File: src/rtl/combo_lock_pkg.sv
// combo_lock_pkg: shared definitions for the combination-lock controller.
//   - FSM state encoding (localparams plus matching enum type)
//   - digit width and button count
//   - default timing / sizing constants
//   - helper to size the shared OPEN/LOCKOUT timer
package combo_lock_pkg;

  localparam logic [1:0] ST_IDLE    = 2'b00;
  localparam logic [1:0] ST_ENTRY   = 2'b01;
  localparam logic [1:0] ST_OPEN    = 2'b10;
  localparam logic [1:0] ST_LOCKOUT = 2'b11;

  typedef enum logic [1:0] {
    IDLE    = ST_IDLE,
    ENTRY   = ST_ENTRY,
    OPEN    = ST_OPEN,
    LOCKOUT = ST_LOCKOUT
  } state_e;

  localparam int DIGIT_W = 2;
  localparam int NUM_BTN = 4;

  localparam int DEF_CODE_LEN       = 4;
  localparam int DEF_UNLOCK_CYCLES  = 1000;
  localparam int DEF_LOCKOUT_CYCLES = 5000;
  localparam int DEF_MAX_FAILS      = 3;

  function automatic int max_i(input int a, input int b);
    return (a > b) ? a : b;
  endfunction

  // Never narrower than one bit, even when both durations are 1.
  function automatic int tmr_width(input int unlock_cyc, input int lockout_cyc);
    return max_i(1, $clog2(max_i(unlock_cyc, lockout_cyc)));
  endfunction

endpackage

File: src/rtl/combo_lock_edge_pulse.sv
// edge_pulse: registered rising-edge detector for one button level.
//   CLK     - clock, rising edge
//   RST     - synchronous active-high reset
//   lvl_i   - synchronised button level
//   pulse_o - high for one cycle after lvl_i is first sampled high
// History resets to 1 so a button already held during reset is not
// reported as a press when reset is released.
module edge_pulse (
  input  logic CLK,
  input  logic RST,
  input  logic lvl_i,
  output logic pulse_o
);

  logic hist_q;
  logic pulse_q;

  always_ff @(posedge CLK) begin
    if (RST) begin
      hist_q  <= 1'b1;
      pulse_q <= 1'b0;
    end else begin
      hist_q  <= lvl_i;
      pulse_q <= lvl_i & ~hist_q;
    end
  end

  assign pulse_o = pulse_q;

endmodule

File: src/rtl/combo_lock_ctrl.sv
// combo_lock_ctrl: collects a fixed-length button sequence, compares it with
// a programmed code and drives a timed unlock, a wrong-entry error pulse and
// (when LOCK_LOCKOUT_EN is defined) a failed-attempt lockout.
//
// Ports:
//   CLK        - clock, rising edge
//   RST        - synchronous active-high reset
//   BTN        - 4 synchronised button levels, bit i = digit i
//   CODE       - expected sequence, digit j in CODE[2j+1:2j], digit 0 first
//   UNLOCK     - registered, high while OPEN
//   ERR        - registered, one-cycle pulse when a wrong entry completes
//   LOCKED_OUT - registered, high while LOCKOUT (tied 0 without the macro)
//   DIGIT_CNT  - presses collected in the current attempt
//
// Build option: define LOCK_LOCKOUT_EN to build the fail counter and the
// LOCKOUT state. Without it a wrong entry always returns to IDLE.
//
// State   | meaning
// --------+-----------------------------------------------------------
// IDLE    | waiting for first press, CODE tracked into code_q
// ENTRY   | collecting remaining presses against the latched code
// OPEN    | unlock asserted, timer counting down, presses ignored
// LOCKOUT | too many failures, timer counting down, presses ignored
module combo_lock_ctrl
  import combo_lock_pkg::*;
#(
  parameter int  CODE_LEN       = DEF_CODE_LEN,
  parameter int  UNLOCK_CYCLES  = DEF_UNLOCK_CYCLES,
  parameter int  LOCKOUT_CYCLES = DEF_LOCKOUT_CYCLES,
  parameter int  MAX_FAILS      = DEF_MAX_FAILS,
  localparam int CNT_W          = $clog2(CODE_LEN + 1)
) (
  input  logic                        CLK,
  input  logic                        RST,
  input  logic [NUM_BTN-1:0]          BTN,
  input  logic [DIGIT_W*CODE_LEN-1:0] CODE,
  output logic                        UNLOCK,
  output logic                        ERR,
  output logic                        LOCKED_OUT,
  output logic [CNT_W-1:0]            DIGIT_CNT
);

  localparam int               TMR_W       = tmr_width(UNLOCK_CYCLES, LOCKOUT_CYCLES);
  localparam logic [CNT_W-1:0] LAST_CNT    = CNT_W'(CODE_LEN);
  localparam logic [TMR_W-1:0] UNLOCK_LOAD = TMR_W'(UNLOCK_CYCLES - 1);

  logic [NUM_BTN-1:0] pulse;

  for (genvar i = 0; i < NUM_BTN; i++) begin : g_edge
    edge_pulse u_edge (
      .CLK    (CLK),
      .RST    (RST),
      .lvl_i  (BTN[i]),
      .pulse_o(pulse[i])
    );
  end

  state_e                      state_q, state_d;
  logic [CNT_W-1:0]            digit_cnt_q, cnt_d, cnt_inc;
  logic                        bad_q, bad_d, bad_upd;
  logic [TMR_W-1:0]            tmr_q, tmr_d;
  logic [DIGIT_W*CODE_LEN-1:0] code_q, code_d, cur_code;
  logic                        err_q, err_d;
  logic                        unlock_q;

  logic               press, multi, accept;
  logic [DIGIT_W-1:0] press_val, exp_digit;

  // Simultaneous pulses count as a single (bad) press; the value picked
  // then is irrelevant because the attempt is already marked bad.
  always_comb begin
    press     = |pulse;
    multi     = $countones(pulse) > 1;
    press_val = '0;
    for (int i = NUM_BTN - 1; i >= 0; i--) begin
      if (pulse[i]) press_val = DIGIT_W'(i);
    end
  end

  // In IDLE the first press is checked against the live CODE, which is
  // latched into code_q at the same edge and held for the rest of entry.
  always_comb begin
    cur_code  = (state_q == IDLE) ? CODE : code_q;
    exp_digit = '0;
    for (int j = 0; j < CODE_LEN; j++) begin
      if (digit_cnt_q == CNT_W'(j)) exp_digit = cur_code[DIGIT_W*j +: DIGIT_W];
    end
  end

  assign accept  = press && ((state_q == IDLE) || (state_q == ENTRY));
  assign cnt_inc = digit_cnt_q + CNT_W'(1);
  assign bad_upd = bad_q | multi | (press_val != exp_digit);

`ifdef LOCK_LOCKOUT_EN
  localparam int                FAIL_W       = $clog2(MAX_FAILS + 1);
  localparam logic [FAIL_W-1:0] FAIL_MAX     = FAIL_W'(MAX_FAILS);
  localparam logic [TMR_W-1:0]  LOCKOUT_LOAD = TMR_W'(LOCKOUT_CYCLES - 1);

  logic [FAIL_W-1:0] fail_q, fail_d, fail_inc;
  logic              locked_q;

  assign fail_inc = (fail_q == FAIL_MAX) ? fail_q : fail_q + FAIL_W'(1);
`endif

  always_comb begin
    state_d = state_q;
    cnt_d   = digit_cnt_q;
    bad_d   = bad_q;
    tmr_d   = tmr_q;
    code_d  = code_q;
    err_d   = 1'b0;
`ifdef LOCK_LOCKOUT_EN
    fail_d  = fail_q;
`endif

    case (state_q)
      IDLE: begin
        code_d = CODE;
        cnt_d  = '0;
        bad_d  = 1'b0;
      end
      ENTRY: begin
      end
      OPEN: begin
        if (tmr_q == '0) state_d = IDLE;
        else             tmr_d   = tmr_q - TMR_W'(1);
      end
`ifdef LOCK_LOCKOUT_EN
      LOCKOUT: begin
        if (tmr_q == '0) begin
          state_d = IDLE;
          fail_d  = '0;
        end else begin
          tmr_d = tmr_q - TMR_W'(1);
        end
      end
`endif
      default: state_d = IDLE;
    endcase

    if (accept) begin
      if (cnt_inc == LAST_CNT) begin
        cnt_d = '0;
        bad_d = 1'b0;
        if (!bad_upd) begin
          state_d = OPEN;
          tmr_d   = UNLOCK_LOAD;
`ifdef LOCK_LOCKOUT_EN
          fail_d  = '0;
`endif
        end else begin
          err_d = 1'b1;
`ifdef LOCK_LOCKOUT_EN
          fail_d = fail_inc;
          if (fail_inc == FAIL_MAX) begin
            state_d = LOCKOUT;
            tmr_d   = LOCKOUT_LOAD;
          end else begin
            state_d = IDLE;
          end
`else
          state_d = IDLE;
`endif
        end
      end else begin
        cnt_d   = cnt_inc;
        bad_d   = bad_upd;
        state_d = ENTRY;
      end
    end
  end

  always_ff @(posedge CLK) begin
    if (RST) begin
      state_q     <= IDLE;
      digit_cnt_q <= '0;
      bad_q       <= 1'b0;
      tmr_q       <= '0;
      code_q      <= '0;
      err_q       <= 1'b0;
      unlock_q    <= 1'b0;
    end else begin
      state_q     <= state_d;
      digit_cnt_q <= cnt_d;
      bad_q       <= bad_d;
      tmr_q       <= tmr_d;
      code_q      <= code_d;
      err_q       <= err_d;
      unlock_q    <= (state_d == OPEN);
    end
  end

`ifdef LOCK_LOCKOUT_EN
  always_ff @(posedge CLK) begin
    if (RST) begin
      fail_q   <= '0;
      locked_q <= 1'b0;
    end else begin
      fail_q   <= fail_d;
      locked_q <= (state_d == LOCKOUT);
    end
  end

  assign LOCKED_OUT = locked_q;
`else
  assign LOCKED_OUT = 1'b0;
`endif

  assign UNLOCK    = unlock_q;
  assign ERR       = err_q;
  assign DIGIT_CNT = digit_cnt_q;

endmodule

File: config.mk
export PLATFORM = sky130hd
export DESIGN_NAME = combo_lock_ctrl
export DESIGN_NICKNAME = d
export VERILOG_FILES = /design/src/rtl/combo_lock_pkg.sv /design/src/rtl/combo_lock_edge_pulse.sv /design/src/rtl/combo_lock_ctrl.sv
export SDC_FILE = /design/constraint.sdc
export NUM_CORES = 1
export LEC_CHECK = 0
export BUFFER_PORTS_ARGS = -buffer_cell sky130_fd_sc_hd__buf_2
export CORE_MARGIN = 4
export CORE_UTILIZATION = 55
export DETAILED_ROUTE_END_ITERATION = 10
export PLACE_DENSITY = 0.76
export SETUP_SLACK_MARGIN = 0.5
export SYNTH_ARGS = -nofsm -noshare
export SYNTH_HDL_FRONTEND = slang
export SYNTH_SLANG_ARGS = --single-unit
export TNS_END_PERCENT = 10
File: constraint.sdc
create_clock -name CLK -period 3.36 [get_ports CLK]
set_input_delay 0.672 -clock CLK [delete_from_list [all_inputs] [get_ports CLK]]
set_output_delay 0.672 -clock CLK [all_outputs]
set_load 0.03 [all_outputs]
; ---- Word-level counts from Yosys, hierarchy flattened
; Cells that the tools add are included.
[op_classes]
bitwise = 12
n_mux = 26
n_reduce_logical = 9
n_eq_ne = 8
n_lt_le_gt_ge = 1
n_addsub = 5
[op_table]
columns = operator, count
row1 = 13-bit two-way mux, 5
row2 = 2-bit two-way mux, 12
row3 = 13-bit zero test, 1
row4 = 13-bit by 1-bit subtractor with 13-bit output (second input constant), 1
row5 = 3-bit two-way mux, 3
row6 = 8-bit two-way mux, 1
row7 = 3-bit by 2-bit == test with 1-bit output (second input constant), 2
row8 = 1-bit NOT, 6
row9 = 1-bit by 1-bit adder with 2-bit output, 2
row10 = 1-bit AND, 4
row11 = 2-bit == test (second input constant), 2
row12 = 1-bit two-way mux, 4
row13 = 2-bit case mux with 2 select lines, 1
row14 = 4-bit OR reduction, 1
row15 = 2-bit by 2-bit adder with 3-bit output, 1
row16 = 3-bit by 1-bit adder with 3-bit output (second input constant), 1
row17 = 3-bit by 1-bit == test with 1-bit output (second input constant), 1
row18 = 3-bit == test (second input constant), 1
row19 = 3-bit by 1-bit greater-than comparator with 1-bit output (second input constant), 1
row20 = 3-bit zero test, 1
row21 = 3-bit OR reduction, 1
row22 = 2-bit by 1-bit == test with 1-bit output (second input constant), 1
row23 = 2-bit zero test, 1
row24 = 2-bit inequality test, 1
row25 = 5 further kinds, 6
[totals]
elab_cells = 76
ff_bits = 37

; ---- Logic depth before layout (Yosys ltp)
; Gate-level depths: netlist of the first run.
[depth]
depth_word = 12
ltp_mapped = 8
ltp_nobuf = 8

; ---- Hierarchy
; Synthesis of the first run repeated with hierarchy kept, for this count alone.
[unflattened]
cells_unflattened = 197
area_unflattened_um2 = 1831.8
[by_module_without_submodules]
columns = module, cells_per_inst, area_per_inst_um2, instances, seq_area_each_um2
row1 = combo_lock_ctrl, 181, 1596.5, 1, 580.6
row2 = edge_pulse, 4, 58.8, 4, 40.0

; ---- Worst setup path after synthesis of the first run
; No wires, ideal clock.
[synth_timing]
kind = register -> register
from = register g_edge[0].u_edge.pulse_q
to = register tmr_q[3]
setup_time_ns = 0.137
n_path_buf = 0
path_stages_with_launch = 9
path_slack_ns = 0.781
t_arrival_ns = 2.442
synth_period_minus_slack_ns = 2.579
path_cell_list = dfxtp_1 -> inv_1 -> fa_1 -> nor2b_1 -> or3b_1 -> or3_1 -> mux2_2 -> a2111oi_4 -> a211oi_1
[synth_via]
elab_chain_cells = 8
word_cells_on_any_way = 12
[synth_lines]
columns = element, line_no
row1 = "start, declared", combo_lock_edge_pulse.sv:16  ; logic pulse_q;
row2 = "start signal, assigned", combo_lock_edge_pulse.sv:24  ; pulse_q <= lvl_i & ~hist_q;
row3 = 1-bit by 1-bit adder with 2-bit output (not written as such), combo_lock_ctrl.sv:73  ; multi = $countones(pulse) > 1;
row4 = 2-bit by 2-bit adder with 3-bit output (not written as such), combo_lock_ctrl.sv:73
row5 = 3-bit by 1-bit greater-than comparator with 1-bit output, combo_lock_ctrl.sv:73
row6 = 1-bit bitwise OR (2 in series), combo_lock_ctrl.sv:92  ; assign bad_upd = bad_q | multi | (press_val != exp_digit);
row7 = 13-bit two-way mux, combo_lock_ctrl.sv:145  ; if (!bad_upd) begin
row8 = 13-bit two-way mux, combo_lock_ctrl.sv:142  ; if (cnt_inc == LAST_CNT) begin
row9 = 13-bit two-way mux *, combo_lock_ctrl.sv:141  ; if (accept) begin
row10 = "end signal, assigned", combo_lock_ctrl.sv:186  ; tmr_q <= tmr_d;
row11 = "end, declared", combo_lock_ctrl.sv:61  ; logic [TMR_W-1:0] tmr_q, tmr_d;
; Every way passes the cells marked *; elsewhere a longest branch is shown, timed or not.
; A chain may end at the register's enable or synchronous reset.

; ---- Worst setup path in the final report of the first run
[layout_timing]
from = register g_edge[0].u_edge.pulse_q
to = register tmr_q[12]
; The elaborated chain is that of the path after synthesis.

==> key figures, run 1 <==
Worst setup path
  – CP max stage cell: fa_1
  – Crit. End Element: flip-flop
  – Worst Path Arrival: 3.03 ns
  – Worst-path fanout max: 5
  – Buf/Inv on CP: 1
  – Worst EP required: around 3.6 ns
  – Cell Chain, Critical Path: inv_2 > fa_1 > nor2b_1 > or3b_4 > or4_4 > o211a_4 > a2111oi_4 > nor3_1
  – Worst path top cell family by delay: simple AND/OR/NAND/NOR gates
  – Setup CP Type: reg2reg
  – Slowest Stage Delay on Critical Path: 0.53 ns
  – Setup crit start kind: flip-flop

Route
  – Vias per inst: 5.61
  – First-pass DRT Iterations: 4
  – Total Wirelength: 3680 um
  – DR WL/cell: approximately 14 um
  – Post-DRT Antenna Nets: 0
  – DRC violations left: 0
  – Drt first-iter violations: 80
  – Total number of vias: 1,469

Timing
  – Final hold viol count: 0
  – Max Transition Viols Final: 0
  – Min Hold Slack: 0.389 ns
  – Max Clock Freq: 0.356 GHz
  – Worst-Margin Slew: approximately 0.66 ns
  – Final Cycle Share: 83.6%
  – Setup Total Neg Slack: 0 ns
  – Worst Clk Skew: 0.00777 ns
  – RSZ-0062 raised after global routing: yes
  – Rel. slew slack: between 50% and 60%
  – Min Tclk post-route: 2.81 ns
  – Final setup violation count: 0

Floorplan
  – Boundary Pins: 20
  – Core footprint: 0.00310 mm^2
  – Row Count: 20
  – Die width: 65.3 um
  – Die ar.: 0.00427 mm^2
  – Initial Utilization: 58.3%
  – Die Ht: 65.3 um

Cells and area
  – Final Cell Area: roughly 0.0021 mm^2
  – P&R area growth vs syn: 13.5%
  – Layout net count: 241
  – Ant. Diodes: 0
  – Share of cells above drive strength 1: around 23%
  – Final core utilization: around two thirds

Power
  – Max VDD drop: ~0.00028 V
  – Pwr Density: 431 mW/mm^2
  – Leakage Power: 0.778 nW

Flow run
  – Maxcap violations: 0

Clocking
  – Root buffer cell: clkbuf_4
  – CTS max path bufs: 2
  – Worst-Skew Late Latency: 0.35 ns
  – Cts hold-fix bufs: 0
  – Cts bufs inserted: 5
  – Clk slew on worst S/H paths: ~0.12 ns
  – H-tree depth: 2
  – Clk sinks: 37
  – TritonCTS clock tree: done

Placement
  – Half-perimeter wire length after placement: between 2000 and 2500 um
  – Placed Area: 0.00192 mm^2
  – I/O Buffers: 18
  – RePlAce Congestion: roughly 0.76

Synth
  – Avg Cell Area, Syn: ~9.1 um^2
  – FF+latch count, synth: 37
  – Synth warnings: 0
  – FFs w/ async S/R, synth: 0%
  – Top FF cell, synth: dfxtp_1
  – Distinct cell type count after synthesis: 46
  – Synth top area cells: dfxtp_1, ha_1, o21ai_0, nor2_1, xor2_1
  – Synthesized Nets: 223
  – Synth top area share: 41.0%
  – Post-Syn Instances: 199
  – Synth area leader: dfxtp_1
  – Sequential share of the synthesized area: 41.0%
  – Cell Area, Synth: approximately 0.0018 mm^2
  – Post-synth EDFFs: 0

Run status
  – Run status: finished clean

Global route
  – Largest net degree at the start of global routing: 39
  – Total grt overflow: 0
  – First-pass GRT wire length: 6130 um
  – All-Layer GR Usage: around a fifth
  – Initial antenna violation count: 0
  – Number of global-route vias before repair: 1,431

Min path
  – HP Class: reg2reg
==> worst reg2reg max path: cells and delay by family (launching register included) <==
kind	cells	cell delay, ns
compound gates	2	0.70
fa+ha+maj	1	0.53
buf+inv	1	0.05
flops	1	0.34
simple gates	4	1.07
==> synthesized netlist by cell type (all sizes together) (6+ instances only) <==
master / count
xor2: 6
nand2: 11
or2: 7
ha: 9
nor3: 10
o21ai: 15
inv: 11
nor3b: 6
dfxtp: 37
a21oi: 9
nor2: 14
==> layout by cell type, fill, tap and decap left out, drive strengths merged, types with 4 or more instances in the layout <==
| master | synthesis | final |
|---|---|---|
| or2 | 7 | 7 |
| mux2i | 5 | 5 |
| nor2 | 14 | 14 |
| buf | 4 | 20 |
| o21ai | 15 | 15 |
| nor3 | 10 | 10 |
| clkbuf | 5 | 6 |
| xnor2 | 5 | 5 |
| or3b | 4 | 4 |
| xor2 | 6 | 6 |
| nand2 | 11 | 11 |
| nor3b | 6 | 6 |
| inv | 11 | 11 |
| a21oi | 9 | 9 |
| nor2b | 4 | 4 |
| dfxtp | 37 | 37 |
| ha | 9 | 9 |
==> registers in the layout, indices dropped and copies added, names as in the netlist <==
name and count:
UNLOCK 1, tmr_q 13, DIGIT_CNT 3, g_edge.u_edge.pulse_o 4
bad_q 1, state_q 2, ERR 1, code_q 8
g_edge.u_edge.hist_q 4
==> kinds of logic after synthesis <==
kind of cell             count (synthesis)  synth area share (%)
adder cells (fa/ha/maj)                 10                  7.34
flip-flops                              37                  41.0
multiplexers                             8                  4.64
AO/OA/AOI/OAI                           38                  14.0
buffers and inverters                   20                  4.50
other                                    1                 0.207
AND/OR/NAND/NOR                         74                  23.0
XOR/XNOR                                11                  5.33
==> power breakdown <==
part	leakage [nW]	switching (W)	total (W)	internal, W
registers	0.303	0.00000840	0.000461	0.000453
logic	0.431	0.0000507	0.0000911	0.0000404
clock network	0.0445	0.000156	0.000333	0.000177
==> metrics by stage <==
stage	cells	power (W)	worst slack [ns]
2_1_floorplan	199	0.000537	0.781
3_3_place_gp	253	0.000554	0.706
3_5_place_dp	253	0.000557	0.584
4_1_cts	261	0.000885	0.556
5_1_grt	262	0.000925	0.454
6_report	262	0.000885	0.552
==> layer usage <==
| metal | global-route usage, % | routed length [um] |
|---|---|---|
| met3 | 5.81 | 147 |
| met4 | 8.81 | 108 |
| met2 | 33.1 | 1900 |
| met5 | 0 | 0 |
| met1 | 20.1 | 1520 |
==> layout make-up <==
| class | count | area, um^2 |
|---|---|---|
| timing repair buffer | 20 | 105 |
| sequential | 37 | 743 |
| inverter | 11 | 41.3 |
| tap | 44 | 55.1 |
| clock inverter | 2 | 37.5 |
| multi-input combinational | 142 | 1020 |
| fill | 278 | 1050 |
| clock buffer | 6 | 51.3 |
==> worst paths after layout <==
check                           slack, ns  cells past startpoint                  endpoint                     start
worst min register to register       0.39                      1  g_edge[3].u_edge.pulse_o   g_edge[3].u_edge.hist_q
worst min-delay path                 0.39                      1  g_edge[3].u_edge.pulse_o   g_edge[3].u_edge.hist_q
worst max-delay path                 0.55                      8                 tmr_q[12]  g_edge[0].u_edge.pulse_o
worst max register to register       0.55                      8                 tmr_q[12]  g_edge[0].u_edge.pulse_o
==> repair_timing <==
action | in CTS | in global routing
endpoints found under the hold margin | 0 | 0
setup endpoints to repair | 0 | 6
gates resized for setup | 0 | 10
setup buffers | 0 | 1
No activity file was read; power rests on OpenSTA's default activity.
==> run 2: changes to the inputs <==
CORE_UTILIZATION = 52   (was 55)
PLACE_DENSITY = 0.75   (was 0.76)
clock period = 2.55 ns   (was 3.36 ns; I/O delays follow)
==> run 2 against run 1 <==
Net effect:
- the flow now finishes with violations (negative setup slack)
- sequential power up 31%
- die area up 5.1%
- global-route usage down 0.99 points
- combinational power up 47%
- clock skew up 0.0057 ns
- highest routed layer unchanged
==> key figures, run 2 (synthesized netlist as in run 1, its figures left out) <==
Clocking
  – CTS max path bufs: 2 (unchanged)
  – TritonCTS clock tree: done
  – Clk slew on worst S/H paths: 0.11 ns (about the same)
  – Clk sinks: 37 (unchanged)
  – Cts hold-fix bufs: 0 (unchanged)
  – Cts bufs inserted: 5 (unchanged)
  – Worst-Skew Late Latency: 0.34 ns (about the same)
  – Root buffer cell: clkbuf_4
  – H-tree depth: 2 (unchanged)

Min path
  – HP Class: in2reg
  – Hold path startpoint: BTN[3]

Global route
  – Number of global-route vias before repair: 1,341 (-6.3%)
  – All-Layer GR Usage: 17.7% (-0.99 points)
  – First-pass GRT wire length: 6000 um (-2.1%)
  – Largest net degree at the start of global routing: 38 (-2.6%)
  – Total grt overflow: 0 (unchanged)
  – Initial antenna violation count: 0 (unchanged)

Floorplan
  – Die ar.: 0.00448 mm^2 (+5.1%)
  – Core footprint: 0.00334 mm^2 (+7.5%)
  – Row Count: 21 (+5.0%)
  – Initial Utilization: 54.2% (-4.1 points)
  – Die Ht: 67.0 um (+2.5%)
  – Boundary Pins: 20 (unchanged)
  – Die width: 67.0 um (+2.5%)

Placement
  – I/O Buffers: 18 (unchanged)
  – Placed Area: 0.00199 mm^2 (+3.6%)
  – RePlAce Congestion: 0.796 (+4.6%)
  – Half-perimeter wire length after placement: 2440 um (-1.7%)
  – DP Worst Slack: -0.136 ns (-0.719 ns)

Route
  – Total number of vias: 1,451 (-1.2%)
  – DRC violations left: 0 (unchanged)
  – Total Wirelength: 3380 um (-8.1%)
  – First-pass DRT Iterations: 4 (unchanged)
  – DR WL/cell: 12.4 um (-11%)
  – Post-DRT Antenna Nets: 0 (unchanged)
  – Vias per inst: 5.33 (-4.9%)
  – Drt first-iter violations: 56 (-30%)

Run status
  – Run status: finished with violations
  – Failing checks: negative setup slack

Cells and area
  – Largest Register: tmr_q
  – P&R area growth vs syn: 15.2%
  – Final Cell Area: 0.00208 mm^2 (+1.5%)
  – Most frequent cells in the layout: dfxtp_1, buf_2, o21ai_0, nor2_1
  – Share of cells above drive strength 1: 24.8% (+1.8 points)
  – Leading cell type in the layout, fill and taps excluded: dfxtp_1
  – Ant. Diodes: 0 (unchanged)
  – Max FFs per register: 13 (unchanged)
  – Top flop regs: tmr_q x13, code_q x8
  – Layout net count: 250 (+3.7%)
  – Final core utilization: 62.4% (-3.7 points)

Timing
  – Final setup violation count: 15 (+15)
  – Setup Total Neg Slack: -0.929 ns (-0.929 ns)
  – Final hold viol count: 0 (unchanged)
  – Worst Clk Skew: 0.0135 ns (+0.00574 ns)
  – Min Tclk post-route: 2.67 ns (-0.137 ns)
  – RSZ-0062 raised after global routing: yes
  – Max Transition Viols Final: 0 (unchanged)
  – Final Cycle Share: 105% (+21 points)
  – Max Clock Freq: 0.374 GHz (+5.1%)
  – Setup WS post-layout: -0.122 ns (-0.673 ns)

Power
  – Power Total: 0.00105 W (+18%)
  – Pwr Density: 503 mW/mm^2 (+16%)
  – Leakage Power: 0.810 nW (+4.1%)
  – Clock share of power: 29.5% (-8.1 points)
  – Sw Share: 24.7% (+0.35 points)
  – Sequential group share of total power: 57.7% (+5.6 points)
  – Int Power: 0.000788 W (+18%)
  – Max VDD drop: 0.000309 V (+8.6%)
  – Combinational power share: 12.9% (+2.6 points)
  – Sw power: 0.000258 W (+20%)

Worst setup path
  – Slowest Stage Delay on Critical Path: 0.53 ns (about the same)
  – Crit. End Element: flip-flop
  – CP max stage cell: fa_1
  – Setup crit start kind: flip-flop
  – FF-to-FF Start: g_edge[0].u_edge.pulse_o
  – Worst EP required: 2.77 ns (-0.81 ns)
  – Cell Chain, Critical Path: inv_2 > fa_1 > nor2b_1 > or3b_1 > or4_4 > o211a_4 > a2111oi_4 > buf_4 > nor3_1
  – Worst-path fanout max: 5 (unchanged)
  – Setup CP Type: reg2reg
  – Crit. Startpoint: g_edge[0].u_edge.pulse_o
  – Worst Path Arrival: 2.89 ns (-0.14 ns)

Flow run
  – Maxcap violations: 0 (unchanged)
run 2: cell types whose count changed in the layout (fill, tap and decap cells not counted), sizes merged:
cell | previous run | this run
clkbuf | 6 | 7
buf | 20 | 29
bufinv | 1 | 0
clkinvlp | 1 | 0
run 2: area by class of cell:
class	instances	area (um^2)
Multi-Input combinational cell	142	1010
Inverter	11	41.3
Tap cell	46	57.6
Timing Repair Buffer	29	173
Clock buffer	7	55.1
Fill cell	292	1250
Sequential cell	37	743
run 2: metrics by stage:
| stage | std cells | hold WS, ns |
|---|---|---|
| 2_1_floorplan | 199 | 0.372 |
| 3_3_place_gp | 264 | 0.375 |
| 3_5_place_dp | 264 | 0.380 |
| 4_1_cts | 271 | 0.347 |
| 5_1_grt | 272 | 0.350 |
| 6_report | 272 | 0.360 |
run 2: per-layer routing:
metal	global-route usage (%)	part of all wire, %
met2	29.2	47
met3	5.56	3.6
met4	6.84	1.7
met1	21.4	48
met5	0	0
run 2: timing repair:
item / 4_1_cts / 5_1_grt
endpoints found under the setup margin: 17 / 17
buffers inserted: 0 / 1
cloned: 0 / 0
resized for setup: 4 / 5
pin swaps: 4 / 1
run 2: worst max-delay path, delay by kind of cell (launching register included):
| family | cells | cell delay [ns] |
|---|---|---|
| buf+inv | 2 | 0.23 |
| flops | 1 | 0.33 |
| fa+ha+maj | 1 | 0.53 |
| compound gates | 2 | 0.49 |
| simple gates | 4 | 0.98 |
run 2: worst paths after layout:
check                              to  slack, ns  cells past startpoint
max                         tmr_q[12]      -0.12                      9
min           g_edge[3].u_edge.hist_q       0.36                      2
max reg2reg                 tmr_q[12]      -0.12                      9
min reg2reg  g_edge[0].u_edge.pulse_o       0.39                      1
run 2: power by group through the flow:
| stage | Sequential (W) | Clock (W) | Combinational, W |
|---|---|---|---|
| finish | 0.000603 | 0.000308 | 0.000134 |
| global route | 0.000606 | 0.000349 | 0.000149 |
| CTS | 0.000604 | 0.000326 | 0.000134 |
| detailed placement | 0.000617 | 0 | 0.000131 |
| global placement | 0.000616 | 0 | 0.000129 |
| floorplan | 0.000618 | 0 | 0.0000894 |
==> run 3: changes to the inputs <==
MAX_ROUTING_LAYER = met4   (was unset)
RECOVER_POWER = 50   (was unset)
==> run 3 against run 2 <==
Net effect:
- the flow still finishes with violations (negative setup slack)
- global-route usage grew 0.43 points
- register-to-register slack is essentially flat
- clock power about the same
- total power hardly changed
- critical path depth stayed put
- sequential share of layout area is the same
- clock skew grew 0.00069 ns
- sequential power about the same
- highest routed layer unchanged
==> key figures, run 3 (synthesized netlist as in run 1, its figures left out) <==
Run status
  – Run status: finished with violations
  – Failing checks: negative setup slack

Cells and area
  – Largest Register: tmr_q
  – P&R area growth vs syn: 15.2% (unchanged)
  – Share of cells above drive strength 1: 24.8% (unchanged)
  – Final Cell Area: 0.00208 mm^2 (unchanged)
  – Max FFs per register: 13 (unchanged)
  – Leading cell type in the layout, fill and taps excluded: dfxtp_1
  – Layout net count: 250 (unchanged)
  – Most frequent cells in the layout: dfxtp_1, buf_2, o21ai_0, nor2_1
  – Final core utilization: 62.4% (unchanged)
  – Ant. Diodes: 0 (unchanged)
  – Top flop regs: tmr_q x13, code_q x8

Worst setup path
  – Worst EP required: 2.77 ns (about the same)
  – FF-to-FF Start: g_edge[0].u_edge.pulse_o
  – Reg2Reg Depth: 9 (unchanged)
  – Crit. End Element: flip-flop
  – Worst r2r dst: tmr_q[12]
  – Reg2Reg Setup Slack: -0.12 ns (about the same)
  – Worst Path Arrival: 2.89 ns (about the same)
  – Setup crit start kind: flip-flop
  – Setup CP Type: reg2reg
  – Worst-path fanout max: 5 (unchanged)

Global route
  – Largest net degree at the start of global routing: 38 (unchanged)
  – Initial antenna violation count: 0 (unchanged)
  – First-pass GRT wire length: 5990 um (-0.23%)
  – All-Layer GR Usage: 18.2% (+0.43 points)
  – Number of global-route vias before repair: 1,343 (+0.15%)
  – Total grt overflow: 0 (unchanged)

Floorplan
  – Die ar.: 0.00448 mm^2 (unchanged)
  – Initial Utilization: 54.2% (unchanged)
  – Die Ht: 67.0 um (unchanged)
  – Row Count: 21 (unchanged)
  – Die width: 67.0 um (unchanged)
  – Boundary Pins: 20 (unchanged)
  – Core footprint: 0.00334 mm^2 (unchanged)

Timing
  – Max Clock Freq: 0.374 GHz (about the same)
  – Worst Clk Skew: 0.0142 ns (+0.000690 ns)
  – Min Tclk post-route: 2.67 ns (-0.00116 ns)
  – Final setup violation count: 15 (unchanged)
  – RSZ-0062 raised after global routing: yes
  – Max Transition Viols Final: 0 (unchanged)
  – Final hold viol count: 0 (unchanged)
  – Final Cycle Share: 105% (about the same)
  – Setup WS post-layout: -0.120 ns (+0.00116 ns)

Power
  – Max VDD drop: 0.000307 V (-0.40%)
  – Combinational power share: 12.9% (about the same)
  – Int Power: 0.000788 W (about the same)
  – Sw power: 0.000258 W (-0.11%)
  – Leakage Power: 0.810 nW (unchanged)
  – Sw Share: 24.6% (about the same)
  – Clock share of power: 29.5% (about the same)
  – Sequential group share of total power: 57.7% (about the same)
  – Pwr Density: 502 mW/mm^2 (about the same)

Route
  – Total Wirelength: 3380 um (about the same)
  – Total number of vias: 1,451 (unchanged)
  – Vias per inst: 5.33 (unchanged)
  – DRC violations left: 0 (unchanged)
  – First-pass DRT Iterations: 4 (unchanged)
  – Drt first-iter violations: 59 (+5.4%)
  – Post-DRT Antenna Nets: 0 (unchanged)
  – DR WL/cell: 12.4 um (about the same)

Flow run
  – Maxcap violations: 0 (unchanged)

Min path
  – Hold path endpoint: g_edge[3].u_edge.hist_q
  – HP Class: in2reg
  – Hold Path Cell Cnt: 2 (unchanged)
  – Hold path startpoint: BTN[3]

Placement
  – I/O Buffers: 18 (unchanged)
  – Placed Area: 0.00199 mm^2 (unchanged)
  – RePlAce Congestion: 0.807 (+1.4%)
  – Half-perimeter wire length after placement: 2440 um (unchanged)

Clocking
  – Clk sinks: 37 (unchanged)
  – H-tree depth: 2 (unchanged)
  – Cts hold-fix bufs: 0 (unchanged)
  – CTS max path bufs: 2 (unchanged)
  – Worst-Skew Late Latency: 0.34 ns (about the same)
  – Root buffer cell: clkbuf_4
  – TritonCTS clock tree: done
  – Clk slew on worst S/H paths: 0.11 ns (about the same)
  – Cts bufs inserted: 5 (unchanged)
[run 3: cell counts in the layout (fill, tap and decap cells not counted)]
No cell type changed its count.
[run 3: worst max-delay path by stage]
stage                                         from        end  slack (ns)  cells after the start
after floorplan           g_edge[0].u_edge.pulse_o   tmr_q[3]       -0.03                      8
after global placement    g_edge[0].u_edge.pulse_o   tmr_q[3]       -0.08                      8
after detailed placement  g_edge[0].u_edge.pulse_o   tmr_q[4]       -0.14                      8
after CTS                 g_edge[0].u_edge.pulse_o  tmr_q[10]       -0.11                      8
after global routing      g_edge[0].u_edge.pulse_o  tmr_q[10]       -0.21                      9
final                     g_edge[0].u_edge.pulse_o  tmr_q[12]       -0.12                      9
[run 3: area by class of cell]
class / count / area, um^2
Timing Repair Buffer: 29 / 173
Multi-Input combinational cell: 142 / 1010
Fill cell: 292 / 1250
Sequential cell: 37 / 743
Tap cell: 46 / 57.6
Inverter: 11 / 41.3
Clock buffer: 7 / 55.1
[run 3: what timing repair did]
action,CTS,global route
setup buffers,0,1
pin swaps,4,1
hold endpoints to repair,0,0
resized for setup,4,5
endpoints found under the setup margin,17,17
[run 3: per-stage QoR]
step | setup slack [ns] | TNS, ns | power [W] | hold slack [ns] | cells
after floorplan | -0.0270 | -0.105 | 0.000707 | 0.372 | 199
after global placement | -0.0794 | -0.468 | 0.000745 | 0.375 | 264
after detailed placement | -0.136 | -1.17 | 0.000748 | 0.380 | 264
after CTS | -0.114 | -0.745 | 0.00106 | 0.347 | 271
after global routing | -0.213 | -2.51 | 0.00110 | 0.350 | 272
final | -0.120 | -0.913 | 0.00105 | 0.360 | 272
[run 3: per-layer routing]
| metal | global-route usage, % | share of wire [%] | vias up |
|---|---|---|---|
| met2 | 29.2 | 47 | 15 |
| li1 | - | - | 750 |
| met5 | - | 0 | - |
| met1 | 21.3 | 48 | 681 |
| met4 | 6.84 | 1.7 | 0 |
| met3 | 5.56 | 3.6 | 5 |
[run 3: power by group through the flow]
stage          Clock [W]  Sequential (W)  Combinational [W]
2_1_floorplan          0        0.000618          0.0000894
3_3_place_gp           0        0.000616           0.000129
3_5_place_dp           0        0.000617           0.000131
4_1_cts         0.000326        0.000604           0.000134
5_1_grt         0.000349        0.000606           0.000149
6_report        0.000308        0.000603           0.000134
[run 3: critical path, cell delays in order (launching register included)]
cell and delay (ns):
dfxtp_2 0.33, inv_2 0.04, fa_1 0.53, nor2b_1 0.05, or3b_1 0.36, or4_4 0.52
o211a_4 0.17, a2111oi_4 0.32, buf_4 0.19, nor3_1 0.05
